--- src/rtl/mul_acc_pkg.sv ---
// mul_acc_pkg: shared types and constants for the frame accumulator.
//   acc_state_t  accumulator FSM state (idle / frame in progress)
//   IN_W_DEF     default product width (8x8 multiplier output)
//   ACC_W_DEF    default accumulator / output width
//   cnt_w()      frame counter width for a given frame length
package mul_acc_pkg;

    typedef enum logic {
        ACC_IDLE,
        ACC_RUN
    } acc_state_t;

    localparam int unsigned IN_W_DEF  = 16;
    localparam int unsigned ACC_W_DEF = 24;

    function automatic int unsigned cnt_w(int unsigned frame_len);
        return $clog2(frame_len);
    endfunction

endpackage

--- src/rtl/mul_acc_out_reg.sv ---
// mul_acc_out_reg: one-entry valid/ready holding register for completed frame sums.
// A load offered while the register is full and not being drained is dropped and
// recorded in a sticky overrun flag.
// Ports:
//   clk_i        clock, all logic on posedge
//   rst_i        synchronous active-high reset
//   clr_i        clears the overrun flag only
//   load_i       a completed frame sum is offered this cycle
//   load_data_i  sum to load
//   load_sat_i   sum was clamped
//   ready_i      downstream accepts data_o
//   valid_o      register holds a sum
//   data_o       held sum
//   sat_o        held sum was clamped
//   overrun_o    sticky: a load was dropped
module mul_acc_out_reg #(
    parameter int unsigned ACC_W = 24
) (
    input  logic             clk_i,
    input  logic             rst_i,
    input  logic             clr_i,
    input  logic             load_i,
    input  logic [ACC_W-1:0] load_data_i,
    input  logic             load_sat_i,
    input  logic             ready_i,
    output logic             valid_o,
    output logic [ACC_W-1:0] data_o,
    output logic             sat_o,
    output logic             overrun_o
);

    logic             valid_q, valid_d;
    logic [ACC_W-1:0] data_q, data_d;
    logic             sat_q, sat_d;
    logic             ovr_q, ovr_d;

    always_ff @(posedge clk_i) begin
        if (rst_i) begin
            valid_q <= 1'b0;
            data_q  <= '0;
            sat_q   <= 1'b0;
            ovr_q   <= 1'b0;
        end else begin
            valid_q <= valid_d;
            data_q  <= data_d;
            sat_q   <= sat_d;
            ovr_q   <= ovr_d;
        end
    end

    always_comb begin
        valid_d = valid_q;
        data_d  = data_q;
        sat_d   = sat_q;
        ovr_d   = ovr_q;
        // Transfer completes this cycle; a load below may refill the slot.
        if (valid_q && ready_i) begin
            valid_d = 1'b0;
        end
        if (load_i) begin
            if (!valid_q || ready_i) begin
                valid_d = 1'b1;
                data_d  = load_data_i;
                sat_d   = load_sat_i;
            end else begin
                // Full and stalled: keep the held sum, drop the new one.
                ovr_d = 1'b1;
            end
        end
        if (clr_i) begin
            ovr_d = 1'b0;
        end
    end

    assign valid_o   = valid_q;
    assign data_o    = data_q;
    assign sat_o     = sat_q;
    assign overrun_o = ovr_q;

endmodule

--- src/rtl/mul_acc_frame.sv ---
// mul_acc_frame: accumulates FRAME_LEN consecutive valid multiplier products into one
// frame sum and presents it on a one-entry valid/ready output register. The upstream
// multiplier cannot be stalled, so a sum that finds the output full is dropped and
// flagged via the sticky overrun output.
// Build option: define MUL_ACC_FRAME_SAT_EN to clamp each addition at 2^ACC_W-1 and
// report clamping on out_sat; otherwise sums wrap and out_sat is constant 0.
// Ports:
//   clk        clock, all logic on posedge
//   rst        synchronous active-high reset
//   in_valid   product valid (multiplier mul_en_out)
//   in_data    unsigned product (multiplier mul_out)
//   clr        abort the partial frame and clear overrun
//   out_ready  downstream accepts out_data
//   out_valid  frame sum held in the output register
//   out_data   frame sum
//   out_sat    frame sum was clamped
//   overrun    sticky: a completed frame was dropped
module mul_acc_frame
    import mul_acc_pkg::*;
#(
    parameter int unsigned IN_W      = IN_W_DEF,
    parameter int unsigned ACC_W     = ACC_W_DEF,
    parameter int unsigned FRAME_LEN = 4
) (
    input  logic             clk,
    input  logic             rst,
    input  logic             in_valid,
    input  logic [IN_W-1:0]  in_data,
    input  logic             clr,
    input  logic             out_ready,
    output logic             out_valid,
    output logic [ACC_W-1:0] out_data,
    output logic             out_sat,
    output logic             overrun
);

    localparam int unsigned    CntW    = cnt_w(FRAME_LEN);
    localparam logic [CntW-1:0] CntOne  = CntW'(1);
    localparam logic [CntW-1:0] CntLast = CntW'(FRAME_LEN - 1);

    acc_state_t       state_q, state_d;
    logic [CntW-1:0]  cnt_q, cnt_d;
    logic [ACC_W-1:0] acc_q, acc_d;
    logic             sat_q, sat_d;

    logic [ACC_W-1:0] in_ext;
    logic [ACC_W-1:0] sum_next;
    logic             clamp;
    logic             frame_done;
    logic             frame_sat;

    assign in_ext = ACC_W'(in_data);

`ifdef MUL_ACC_FRAME_SAT_EN
    logic [ACC_W:0] add_wide;
    assign add_wide = {1'b0, acc_q} + {1'b0, in_ext};
    // Carry out means the true sum exceeds the register range.
    assign clamp    = add_wide[ACC_W];
    assign sum_next = clamp ? {ACC_W{1'b1}} : add_wide[ACC_W-1:0];
`else
    assign clamp    = 1'b0;
    assign sum_next = acc_q + in_ext;
`endif

    // State register
    always_ff @(posedge clk) begin
        if (rst) begin
            state_q <= ACC_IDLE;
            cnt_q   <= '0;
            acc_q   <= '0;
            sat_q   <= 1'b0;
        end else begin
            state_q <= state_d;
            cnt_q   <= cnt_d;
            acc_q   <= acc_d;
            sat_q   <= sat_d;
        end
    end

    // Next-state logic
    always_comb begin
        state_d = state_q;
        if (clr) begin
            state_d = ACC_IDLE;
        end else if (in_valid) begin
            unique case (state_q)
                ACC_IDLE: state_d = ACC_RUN;
                ACC_RUN:  if (cnt_q == CntLast) state_d = ACC_IDLE;
                default:  state_d = ACC_IDLE;
            endcase
        end
    end

    // Datapath / output decode
    always_comb begin
        cnt_d      = cnt_q;
        acc_d      = acc_q;
        sat_d      = sat_q;
        frame_done = 1'b0;
        frame_sat  = sat_q | clamp;
        // clr has priority; a same-cycle product is discarded.
        if (clr) begin
            cnt_d = '0;
            acc_d = '0;
            sat_d = 1'b0;
        end else if (in_valid) begin
            unique case (state_q)
                ACC_IDLE: begin
                    acc_d = in_ext;
                    cnt_d = CntOne;
                    sat_d = 1'b0;
                end
                ACC_RUN: begin
                    if (cnt_q == CntLast) begin
                        frame_done = 1'b1;
                        cnt_d      = '0;
                        acc_d      = '0;
                        sat_d      = 1'b0;
                    end else begin
                        acc_d = sum_next;
                        cnt_d = cnt_q + CntOne;
                        sat_d = sat_q | clamp;
                    end
                end
                default: begin
                    cnt_d = '0;
                    acc_d = '0;
                    sat_d = 1'b0;
                end
            endcase
        end
    end

    // frame_sat is always 0 in the wrap-around build, so out_sat stays 0.
    mul_acc_out_reg #(
        .ACC_W(ACC_W)
    ) u_out_reg (
        .clk_i       (clk),
        .rst_i       (rst),
        .clr_i       (clr),
        .load_i      (frame_done),
        .load_data_i (sum_next),
        .load_sat_i  (frame_sat),
        .ready_i     (out_ready),
        .valid_o     (out_valid),
        .data_o      (out_data),
        .sat_o       (out_sat),
        .overrun_o   (overrun)
    );

endmodule
--- config.mk ---
export PLATFORM = sky130hd
export DESIGN_NAME = mul_acc_frame
export DESIGN_NICKNAME = d
export VERILOG_FILES = /design/src/rtl/mul_acc_pkg.sv /design/src/rtl/mul_acc_out_reg.sv /design/src/rtl/mul_acc_frame.sv
export SDC_FILE = /design/constraint.sdc
export NUM_CORES = 1
export LEC_CHECK = 0
export ABC_AREA = 1
export BUFFER_PORTS_ARGS = -buffer_cell sky130_fd_sc_hd__buf_2
export CAP_MARGIN = 20
export CORE_ASPECT_RATIO = 1.25
export CORE_MARGIN = 10
export CORE_UTILIZATION = 52
export CTS_CLUSTER_DIAMETER = 40
export CTS_CLUSTER_SIZE = 40
export DETAILED_ROUTE_END_ITERATION = 7
export MAX_ROUTING_LAYER = met4
export PLACE_DENSITY = 0.76
export SLEW_MARGIN = 20
export SYNTH_ARGS = -nofsm -noshare
export SYNTH_HDL_FRONTEND = slang
export SYNTH_SLANG_ARGS = --single-unit
export TNS_END_PERCENT = 50
--- constraint.sdc ---
create_clock -name clk -period 1.75 [get_ports clk]
set_clock_uncertainty 0.1 [all_clocks]
set_input_delay 0.175 -clock clk [delete_from_list [all_inputs] [get_ports clk]]
set_output_delay 0.175 -clock clk [all_outputs]
set_load 0.03 [all_outputs]
==> results of run 1 <==
## synthesized netlist by cell type (4+ instances only)
master / count / share of area
sky130_fd_sc_hd__nand2_1: 181 / 0.19
sky130_fd_sc_hd__nand3b_1: 5 / 0.010
sky130_fd_sc_hd__xor2_1: 6 / 0.015
sky130_fd_sc_hd__nand2_2: 6 / 0.010
sky130_fd_sc_hd__nor2_1: 69 / 0.072
sky130_fd_sc_hd__inv_2: 4 / 0.0042
sky130_fd_sc_hd__ha_1: 17 / 0.059
sky130_fd_sc_hd__nand3_1: 33 / 0.046
sky130_fd_sc_hd__clkbuf_1: 8 / 0.0084
sky130_fd_sc_hd__nor2_2: 6 / 0.010
sky130_fd_sc_hd__a21oi_1: 46 / 0.064
sky130_fd_sc_hd__nand4_1: 5 / 0.0087
sky130_fd_sc_hd__inv_1: 86 / 0.090
sky130_fd_sc_hd__dfxtp_1: 53 / 0.30
sky130_fd_sc_hd__o21ai_1: 7 / 0.0098
sky130_fd_sc_hd__o21ai_0: 24 / 0.034
## worst paths after layout
kind | to | slack, ns | cells past startpoint
max | u_out_reg.data_o[12]$_SDFFE_PP0P_ | -0.19 | 12
min | u_out_reg.data_o[2]$_SDFFE_PP0P_ | 0.08 | 2
max reg2reg | u_out_reg.data_o[12]$_SDFFE_PP0P_ | -0.19 | 12
min reg2reg | cnt_q[0]$_SDFFE_PP0P_ | 0.36 | 1
## flip-flops by register name (all words and copies together), names as in the netlist
name / count
u_out_reg.data_o: 24
acc_q: 24
u_out_reg.valid_o: 1
cnt_q: 2
state_q: 1
u_out_reg.overrun_o: 1
## where the power goes
group	internal [uW]	switching, uW
clock	431	443
combinational	319	485
sequential	1230	18.8
total	1980	947
## cell families (layout without fill, tap and decap cells)
| logic type | after synthesis | after routing | synth area share |
|---|---|---|---|
| compound gates | 88 | 88 | 0.130 |
| fa+ha+maj | 18 | 18 | 0.0651 |
| simple gates | 314 | 314 | 0.374 |
| xor+xnor | 7 | 7 | 0.0171 |
| buf+inv | 105 | 191 | 0.116 |
| flops | 53 | 53 | 0.297 |
| other cells | 1 | 1 | 0.00105 |
## layer usage
layer | vias to the layer above | share of wire
li1 | 1999 | -
met1 | 1993 | 0.39
met2 | 235 | 0.49
met3 | 61 | 0.079
met4 | 0 | 0.044
met5 | - | 0
## stage by stage
step	util	setup WS (ns)
floorplan	-	0.00748
global placement	0.630	-0.166
detailed placement	0.630	-0.183
CTS	0.696	-0.128
global route	0.783	-0.267
finish	0.783	-0.193
## repair_timing
item / in CTS / in global routing
endpoints found under the hold margin: 0 / 0
pin swaps: 14 / 66
buffers inserted: 1 / 7
gates resized for setup: 62 / 163
endpoints found under the setup margin: 38 / 44
## final cells by class
| cell class | instances | area [um^2] | area share |
|---|---|---|---|
| repair buffers | 93 | 619 | 0.120 |
| clock inverters | 2 | 38.8 | 0.00750 |
| inverters | 90 | 338 | 0.0653 |
| flip-flops and latches | 53 | 1080 | 0.210 |
| clock buffers | 6 | 72.6 | 0.0140 |
| multi-input cells | 428 | 2910 | 0.563 |
| well taps | 87 | 109 | 0.0210 |
==> results.json, run 1 <==
{
  "outcome": "finished with violations",
  "violations": "setup timing",
  "dp.final_hpwl_um": 8100,
  "crit_type": "flip-flop to flip-flop",
  "synthesis.nets": 625,
  "required_time_of_the_critical_path_ns": 1.91,
  "grt_busiest_layer": "met2",
  "drt-pass1-iter-count": 5,
  "synth.ff_latch_count": 53,
  "die-area_um2": 10600,
  "clkLatencyLatePin_ns": 0.32,
  "power.density_cell_area_nw_per_um2": 565,
  "final_hold_violating_endpoints": 0,
  "portion_of_the_post_synthesis_area_used_by_sequential_elements": 0.297,
  "floorplan.core_area_um2": 6610,
  "totalPowerFinal_uw": 2920,
  "gr_util_met1": 0.247,
  "grt-ovfl-total": 0,
  "slowest_cp_cell": "sky130_fd_sc_hd__fa_2",
  "min-delay-start": "rst",
  "nNetsFinal": 710,
  "yosysWarningCount": 0,
  "mappedNetlistArea_um2": 3580,
  "setup_viol": 31,
  "die_width_um": 94.2,
  "cp-end-kind": "flip-flop",
  "worst_r2r_startpoint": "acc_q[0]$_SDFFE_PP0P_",
  "critical-path-top-cell-by-count": "sky130_fd_sc_hd__nand2_2",
  "areaGrowthSynthToFinish_pct": 44.7,
  "global_placement_routability_congestion": 0.918,
  "num_antenna_cells": 0,
  "syn-mean-instance-area_um2": 6.10,
  "netlist_instances": 586,
  "top_library_cells_by_usage_in_the_layout_fill_and_taps_aside": "101 x sky130_fd_sc_hd__nand2_1, 71 x sky130_fd_sc_hd__inv_1, 64 x sky130_fd_sc_hd__nand2_2",
  "cts-buffers-inserted": 5,
  "final_area_um2": 5170,
  "drt_first_iter_violations": 334,
  "critPathLaunch": "acc_q[0]$_SDFFE_PP0P_",
  "hold_class": "input port to flip-flop",
  "dpl-instance-area_um2": 4160,
  "fin_ws_ns": -0.193,
  "start_util": 0.541,
  "timing.hold.ws_ns": 0.0792,
  "timing_worst_slew_pin_value_ns": 0.580,
  "port_buffers": 46,
  "layout_min_cycle_time_ns": 1.94,
  "instances_no_fill": 759,
  "grt.total_usage": 0.205,
  "critical_path.max_stage_delay_ns": 0.37,
  "mostFrequentLayoutCell": "sky130_fd_sc_hd__nand2_1",
  "rsz0062_at_grt": "yes",
  "htreeDepth": 2,
  "placed_cells": 744,
  "drt-wirelength-per-cell_um": 16.9,
  "path_max_fanout": 4,
  "root_buffer": "sky130_fd_sc_hd__clkbuf_8",
  "synth_edf_count": 0,
  "clkSlewWorstSetupHoldPaths_ns": 0.10,
  "static-leakage-power_uw": 0.00256,
  "worst_case_clock_buffer_depth": 2,
  "total_wire_length_after_detailed_routing_um": 12800,
  "cp_data_arrival_time_ns": 2.10,
  "std_cell_rows": 33,
  "worst_ir_drop_vdd_mv": 0.381,
  "layout-drive-gt1-share": 0.461,
  "grt_antenna_before_repair": 0,
  "final_antenna_net_count": 0,
  "num_vias": 4288,
  "timing.final.crit_share": 1.11,
  "cts.sink_count": 53,
  "detail_route.vias_per_cell": 5.65,
  "drc": 0,
  "grt_pass1_vias": 3839,
  "grt_start_max_net_pins": 27,
  "slew_viol_final": 0,
  "timing.fmax_mhz": 515,
  "gr-usage-met2": 0.325,
  "fillCellCount": 436,
  "synth_cell_types": 34,
  "totalNegativeSetupSlack_ns": -2.67,
  "synth_top_flop_cell": "sky130_fd_sc_hd__dfxtp_1",
  "tritoncts": "yes",
  "slew-limit-headroom": 0.613,
  "grtUsageMet3": 0.0397,
  "grt_first_pass_wirelength_um": 17600,
  "critPathBufInv": 1,
  "synth_async_sr_flop_share": 0,
  "critical_path.startpoint_type": "flip-flop",
  "cts.hold.buffers_added": 0,
  "ioPinCount": 48,
  "drv_cap": 0,
  "worstPathCellList": "ha_4, fa_2, nand2_2, nand2_2, nand4_1, nand2_2, nand2_2, nand2_1, nand2_2, nand2_2, a21o_1, inv_1",
  "path_delay_family": "simple AND/OR/NAND/NOR gates",
  "die_height_um": 113
}
Power figures use the tool's default switching activity.
==> run 2: changes to the inputs <==
--- a/config.mk
+++ b/config.mk
@@ -8,14 +8,16 @@
 export ABC_AREA = 1
 export BUFFER_PORTS_ARGS = -buffer_cell sky130_fd_sc_hd__buf_2
 export CAP_MARGIN = 20
+export CELL_PAD_IN_SITES_DETAIL_PLACEMENT = 1
+export CELL_PAD_IN_SITES_GLOBAL_PLACEMENT = 1
 export CORE_ASPECT_RATIO = 1.25
-export CORE_MARGIN = 10
-export CORE_UTILIZATION = 52
+export CORE_MARGIN = 2
+export CORE_UTILIZATION = 36
 export CTS_CLUSTER_DIAMETER = 40
 export CTS_CLUSTER_SIZE = 40
 export DETAILED_ROUTE_END_ITERATION = 7
 export MAX_ROUTING_LAYER = met4
-export PLACE_DENSITY = 0.76
+export PLACE_DENSITY_LB_ADDON = 0.1
 export SLEW_MARGIN = 20
 export SYNTH_ARGS = -nofsm -noshare
 export SYNTH_HDL_FRONTEND = slang
==> run 2 against run 1 <==
- the run still ends with setup timing left
- sequential power about the same
- clock power up 22%
- hold slack improved by 0.026 ns
- final cell count grew 6.5%
- worst setup slack improved by 0.066 ns
- utilization is 24 points lower
- via count down 4.1%
- largest cell class unchanged
==> results.json, run 2 (synthesis results as in run 1) <==
{
  "outcome": "finished with violations",
  "violations": "setup timing",
  "critPathLaunch": "acc_q[14]$_SDFFE_PP0P_",
  "tritoncts": "yes",
  "critical_path.startpoint_type": "flip-flop",
  "final_antenna_net_count": 0,
  "global_placement_routability_congestion": 0.875,
  "cp-end-kind": "flip-flop",
  "layout-drive-gt1-share": 0.438,
  "timing.fmax_mhz": 533,
  "std_cell_rows": 40,
  "grt-ovfl-total": 0,
  "worst_ir_drop_vdd_mv": 0.432,
  "grt_antenna_before_repair": 0,
  "grt_pass1_vias": 4205,
  "timing.hold.ws_ns": 0.105,
  "slew_viol_final": 0,
  "worst_case_clock_buffer_depth": 2,
  "grt_start_max_net_pins": 21,
  "path_max_fanout": 4,
  "cts.sink_count": 53,
  "mostFrequentLayoutCell": "sky130_fd_sc_hd__nand2_1",
  "top_library_cells_by_usage_in_the_layout_fill_and_taps_aside": "114 x sky130_fd_sc_hd__nand2_1, 78 x sky130_fd_sc_hd__inv_1, 58 x sky130_fd_sc_hd__nand2_2",
  "grt.total_usage": 0.253,
  "floorplan.core_area_um2": 9660,
  "areaGrowthSynthToFinish_pct": 47.7,
  "power.density_cell_area_nw_per_um2": 586,
  "drv_cap": 0,
  "worst_setup_path_endpoint": "u_out_reg.data_o[16]$_SDFFE_PP0P_",
  "total_wire_length_after_detailed_routing_um": 13600,
  "required_time_of_the_critical_path_ns": 1.86,
  "root_buffer": "sky130_fd_sc_hd__clkbuf_16",
  "layout_min_cycle_time_ns": 1.88,
  "nNetsFinal": 720,
  "drt_first_iter_violations": 114,
  "ioPinCount": 48,
  "cp_data_arrival_time_ns": 1.99,
  "cts-buffers-inserted": 5,
  "worst_r2r_startpoint": "acc_q[14]$_SDFFE_PP0P_",
  "start_util": 0.370,
  "num_vias": 4111,
  "worst_r2r_path_depth": 12,
  "crit_type": "flip-flop to flip-flop",
  "worst_r2r_end": "u_out_reg.data_o[16]$_SDFFE_PP0P_",
  "setup_viol": 28,
  "drt-wirelength-per-cell_um": 16.8,
  "detail_route.vias_per_cell": 5.09,
  "num_antenna_cells": 0,
  "die-area_um2": 10800,
  "totalNegativeSetupSlack_ns": -1.83,
  "clkLatencyLatePin_ns": 0.31,
  "rsz0062_at_grt": "yes",
  "static-leakage-power_uw": 0.00257,
  "timing.final.crit_share": 1.07,
  "fin_ws_ns": -0.127,
  "pre_cts_ws_ns": -0.243,
  "fillCellCount": 1258,
  "hold_class": "input port to flip-flop",
  "die_height_um": 115,
  "drc": 0,
  "clkSlewWorstSetupHoldPaths_ns": 0.08,
  "multi_input_area_um2": 2880,
  "timing.reg2reg.setup_slack_ns": -0.13,
  "grt_first_pass_wirelength_um": 20600,
  "port_buffers": 46,
  "final_hold_violating_endpoints": 0,
  "die_width_um": 93.1,
  "layout.area.seq_um2": 1080,
  "drt-pass1-iter-count": 4,
  "dp.final_hpwl_um": 9680,
  "htreeDepth": 2
}
[run 2: cell type report]
type / count / area share
clock buffers: 5 / 0.0237
clock inverters: 3 / 0.00497
inverters: 90 / 0.0649
multi-input cells: 428 / 0.544
flip-flops and latches: 53 / 0.205
well taps: 126 / 0.0298
repair buffers: 103 / 0.127
[run 2: worst min path at each step]
stage,start,to,slack [ns],cells past startpoint
finish,in_data[2],acc_q[2]$_SDFFE_PP0P_,0.10,3
global route,clr,acc_q[0]$_SDFFE_PP0P_,0.10,4
CTS,in_data[1],acc_q[1]$_SDFFE_PP0P_,0.1,3
detailed placement,u_out_reg.data_o[2]$_SDFFE_PP0P_,u_out_reg.data_o[2]$_SDFFE_PP0P_,0.36,2
global placement,u_out_reg.data_o[2]$_SDFFE_PP0P_,u_out_reg.data_o[2]$_SDFFE_PP0P_,0.35,2
floorplan,in_data[0],acc_q[0]$_SDFFE_PP0P_,0.26,2
[run 2: stage by stage]
stage | cells | util | power (uW) | cell area [um^2]
final | 808 | 0.547 | 3100 | 5280
after global routing | 808 | 0.547 | 3220 | 5280
after CTS | 803 | 0.498 | 2980 | 4810
after detailed placement | 793 | 0.442 | 1810 | 4270
after global placement | 793 | 0.442 | 1800 | 4270
after floorplan | 586 | - | 1560 | 3590
[run 2: worst max-delay path, cell delays in order (launching register included)]
cell,delay (ns)
sky130_fd_sc_hd__dfxtp_2,0.34
sky130_fd_sc_hd__ha_4,0.30
sky130_fd_sc_hd__nand2_1,0.11
sky130_fd_sc_hd__nor2_4,0.15
sky130_fd_sc_hd__inv_2,0.06
sky130_fd_sc_hd__buf_4,0.13
sky130_fd_sc_hd__nor2_1,0.10
sky130_fd_sc_hd__nand2_2,0.08
sky130_fd_sc_hd__nand2_1,0.09
sky130_fd_sc_hd__nand2_2,0.07
sky130_fd_sc_hd__nand2_2,0.08
sky130_fd_sc_hd__a21o_1,0.12
sky130_fd_sc_hd__inv_1,0.04
[run 2: power breakdown]
part / leakage [uW] / switching [uW] / total [uW] / internal, uW
clock network: 0.0000680 / 528 / 1070 / 543
logic: 0.00207 / 460 / 781 / 321
registers: 0.000436 / 19.1 / 1250 / 1230
[run 2: timing repair]
| action | 4_1_cts | 5_1_grt |
|---|---|---|
| hold buffers | 0 | 0 |
| resized for setup | 79 | 124 |
| buffers inserted | 3 | 5 |
| endpoints found under the setup margin | 41 | 46 |
| pin swaps | 19 | 48 |
[run 2: per-layer routing]
layer,track usage,vias to the layer above,share of wire
li1,-,2031,-
met1,0.301,1990,0.43
met2,0.443,69,0.52
met3,0.0293,21,0.026
met4,0.0902,0,0.024
met5,-,-,0
==> run 3: changes to the inputs <==
--- a/config.mk
+++ b/config.mk
@@ -18,8 +18,10 @@
 export DETAILED_ROUTE_END_ITERATION = 7
 export MAX_ROUTING_LAYER = met4
 export PLACE_DENSITY_LB_ADDON = 0.1
+export REMOVE_ABC_BUFFERS = 1
+export SETUP_SLACK_MARGIN = 0.02
 export SLEW_MARGIN = 20
 export SYNTH_ARGS = -nofsm -noshare
 export SYNTH_HDL_FRONTEND = slang
 export SYNTH_SLANG_ARGS = --single-unit
-export TNS_END_PERCENT = 50
+export TNS_END_PERCENT = 100
==> run 3 against run 2 <==
- the flow still finishes with violations (setup timing)
- global-route usage is 1.4 points lower
- combinational power decreased by 5.1%
- register-to-register slack got worse by 0.04 ns
- sequential cell count stayed put
- clock-buffer cell count stayed put
- final cell count decreased by 1.7%
- critical path depth unchanged
==> results.json, run 3 (synthesis results as in run 1) <==
{
  "worst_r2r_startpoint": "acc_q[0]$_SDFFE_PP0P_",
  "totalPowerFinal_uw": 3050,
  "htreeDepth": 2,
  "timing.final.crit_share": 1.09,
  "violations": "setup timing",
  "cp-end-kind": "flip-flop",
  "path_max_fanout": 4,
  "num_vias": 4108,
  "detail_route.vias_per_cell": 5.17,
  "outcome": "finished with violations",
  "mostFrequentLayoutCell": "sky130_fd_sc_hd__nand2_1",
  "worst_hold_path.endpoint": "state_q$_SDFFE_PP0P_",
  "min-delay-start": "clr",
  "worst_r2r_end": "u_out_reg.data_o[16]$_SDFFE_PP0P_",
  "global_placement_routability_congestion": 0.894,
  "drt-pass1-iter-count": 4,
  "cp_data_arrival_time_ns": 2.07,
  "rsz0062_at_grt": "yes",
  "areaGrowthSynthToFinish_pct": 46.3,
  "die_height_um": 115,
  "slew_viol_final": 0,
  "totalNegativeSetupSlack_ns": -2.39,
  "hold_class": "input port to flip-flop",
  "worst_case_clock_buffer_depth": 2,
  "die_width_um": 93.1,
  "static-leakage-power_uw": 0.00256,
  "dpl-instance-area_um2": 4120,
  "nNetsFinal": 706,
  "final_antenna_net_count": 0,
  "drt_first_iter_violations": 131,
  "timing.reg2reg.setup_slack_ns": -0.17,
  "grt_start_max_net_pins": 28,
  "setup_viol": 33,
  "layout_min_cycle_time_ns": 1.92,
  "root_buffer": "sky130_fd_sc_hd__clkbuf_16",
  "final_hold_violating_endpoints": 0,
  "grt.total_usage": 0.239,
  "cts-buffers-inserted": 5,
  "floorplan.core_area_um2": 9660,
  "critical_path.startpoint_type": "flip-flop",
  "die-area_um2": 10800,
  "port_buffers": 46,
  "grt_first_pass_wirelength_um": 19800,
  "postLayoutCoreUtil": 0.542,
  "clkSlewWorstSetupHoldPaths_ns": 0.08,
  "layout-drive-gt1-share": 0.412,
  "drt-wirelength-per-cell_um": 17.1,
  "dp.final_hpwl_um": 8900,
  "std_cell_rows": 40,
  "drv_cap": 0,
  "grt_antenna_before_repair": 0,
  "fin_ws_ns": -0.166,
  "start_util": 0.370,
  "ioPinCount": 48,
  "drc": 0,
  "hold_path_depth": 4,
  "num_antenna_cells": 0,
  "worst_ir_drop_vdd_mv": 0.368,
  "pre_cts_ws_ns": -0.277,
  "timing.fmax_mhz": 522,
  "worst_r2r_path_depth": 12,
  "final_area_um2": 5230,
  "power.density_cell_area_nw_per_um2": 583,
  "clkLatencyLatePin_ns": 0.31,
  "grt-ovfl-total": 0,
  "tritoncts": "yes",
  "required_time_of_the_critical_path_ns": 1.90,
  "grt_pass1_vias": 4269,
  "crit_type": "flip-flop to flip-flop",
  "top_library_cells_by_usage_in_the_layout_fill_and_taps_aside": "120 x sky130_fd_sc_hd__nand2_1, 78 x sky130_fd_sc_hd__inv_1, 56 x sky130_fd_sc_hd__nor2_1",
  "total_wire_length_after_detailed_routing_um": 13600,
  "cts.sink_count": 53
}
run 3: metal layers:
metal / up-vias / global-route usage / part of all wire / wire length (um)
li1: 1987 / - / - / -
met1: 2024 / 0.255 / 0.39 / 5290
met2: 75 / 0.461 / 0.57 / 7680
met3: 22 / 0.0286 / 0.023 / 308
met4: 0 / 0.0686 / 0.021 / 287
met5: - / - / 0 / 0
run 3: how the worst max path moves through the flow:
stage                          startpoint                                 to  depth (start not counted)
floorplan           cnt_q[0]$_SDFFE_PP0P_  u_out_reg.data_o[10]$_SDFFE_PP0P_                          8
detailed placement  acc_q[0]$_SDFFE_PP0P_   u_out_reg.data_o[8]$_SDFFE_PP0P_                         10
finish              acc_q[0]$_SDFFE_PP0P_  u_out_reg.data_o[16]$_SDFFE_PP0P_                         12
global route        acc_q[0]$_SDFFE_PP0P_  u_out_reg.data_o[16]$_SDFFE_PP0P_                         12
CTS                 acc_q[0]$_SDFFE_PP0P_   u_out_reg.data_o[8]$_SDFFE_PP0P_                         10
global placement               in_data[0]   u_out_reg.data_o[8]$_SDFFE_PP0P_                         11
run 3: cell type report:
type | instances | area, um^2
fill | 1246 | 4430
multi-input combinational | 428 | 2860
sequential | 53 | 1080
timing repair buffer | 89 | 642
inverter | 90 | 343
tap | 126 | 158
clock buffer | 5 | 125
clock inverter | 3 | 25.0
run 3: worst max-delay path, cell delays in order (launching register included):
cell and delay (ns):
sky130_fd_sc_hd__dfxtp_2 0.35, sky130_fd_sc_hd__ha_4 0.16, sky130_fd_sc_hd__fa_2 0.34, sky130_fd_sc_hd__nand2_2 0.09
sky130_fd_sc_hd__nand2_2 0.08, sky130_fd_sc_hd__nand4_1 0.12, sky130_fd_sc_hd__nand2_4 0.11, sky130_fd_sc_hd__nand2_2 0.09
sky130_fd_sc_hd__nand2_1 0.07, sky130_fd_sc_hd__nand2_1 0.09, sky130_fd_sc_hd__nand2_1 0.06, sky130_fd_sc_hd__a21o_1 0.15
sky130_fd_sc_hd__inv_1 0.05
run 3: stage by stage:
stage	hold WS (ns)	cells
2_1_floorplan	0.144	571
3_3_place_gp	0.350	773
3_5_place_dp	0.358	773
4_1_cts	0.0572	783
5_1_grt	0.0880	794
6_report	0.0594	794
run 3: power breakdown:
part	internal, uW	total, uW	switching (uW)
clock	543	1070	522
combinational	291	741	450
sequential	1230	1250	20.2
run 3: timing repair:
item                       CTS  global route
cloned                       0             1
setup buffers                2            12
gates resized for setup     95           111
setup endpoints to repair   39            43
pin swaps                   29            61
hold buffers                 0             0
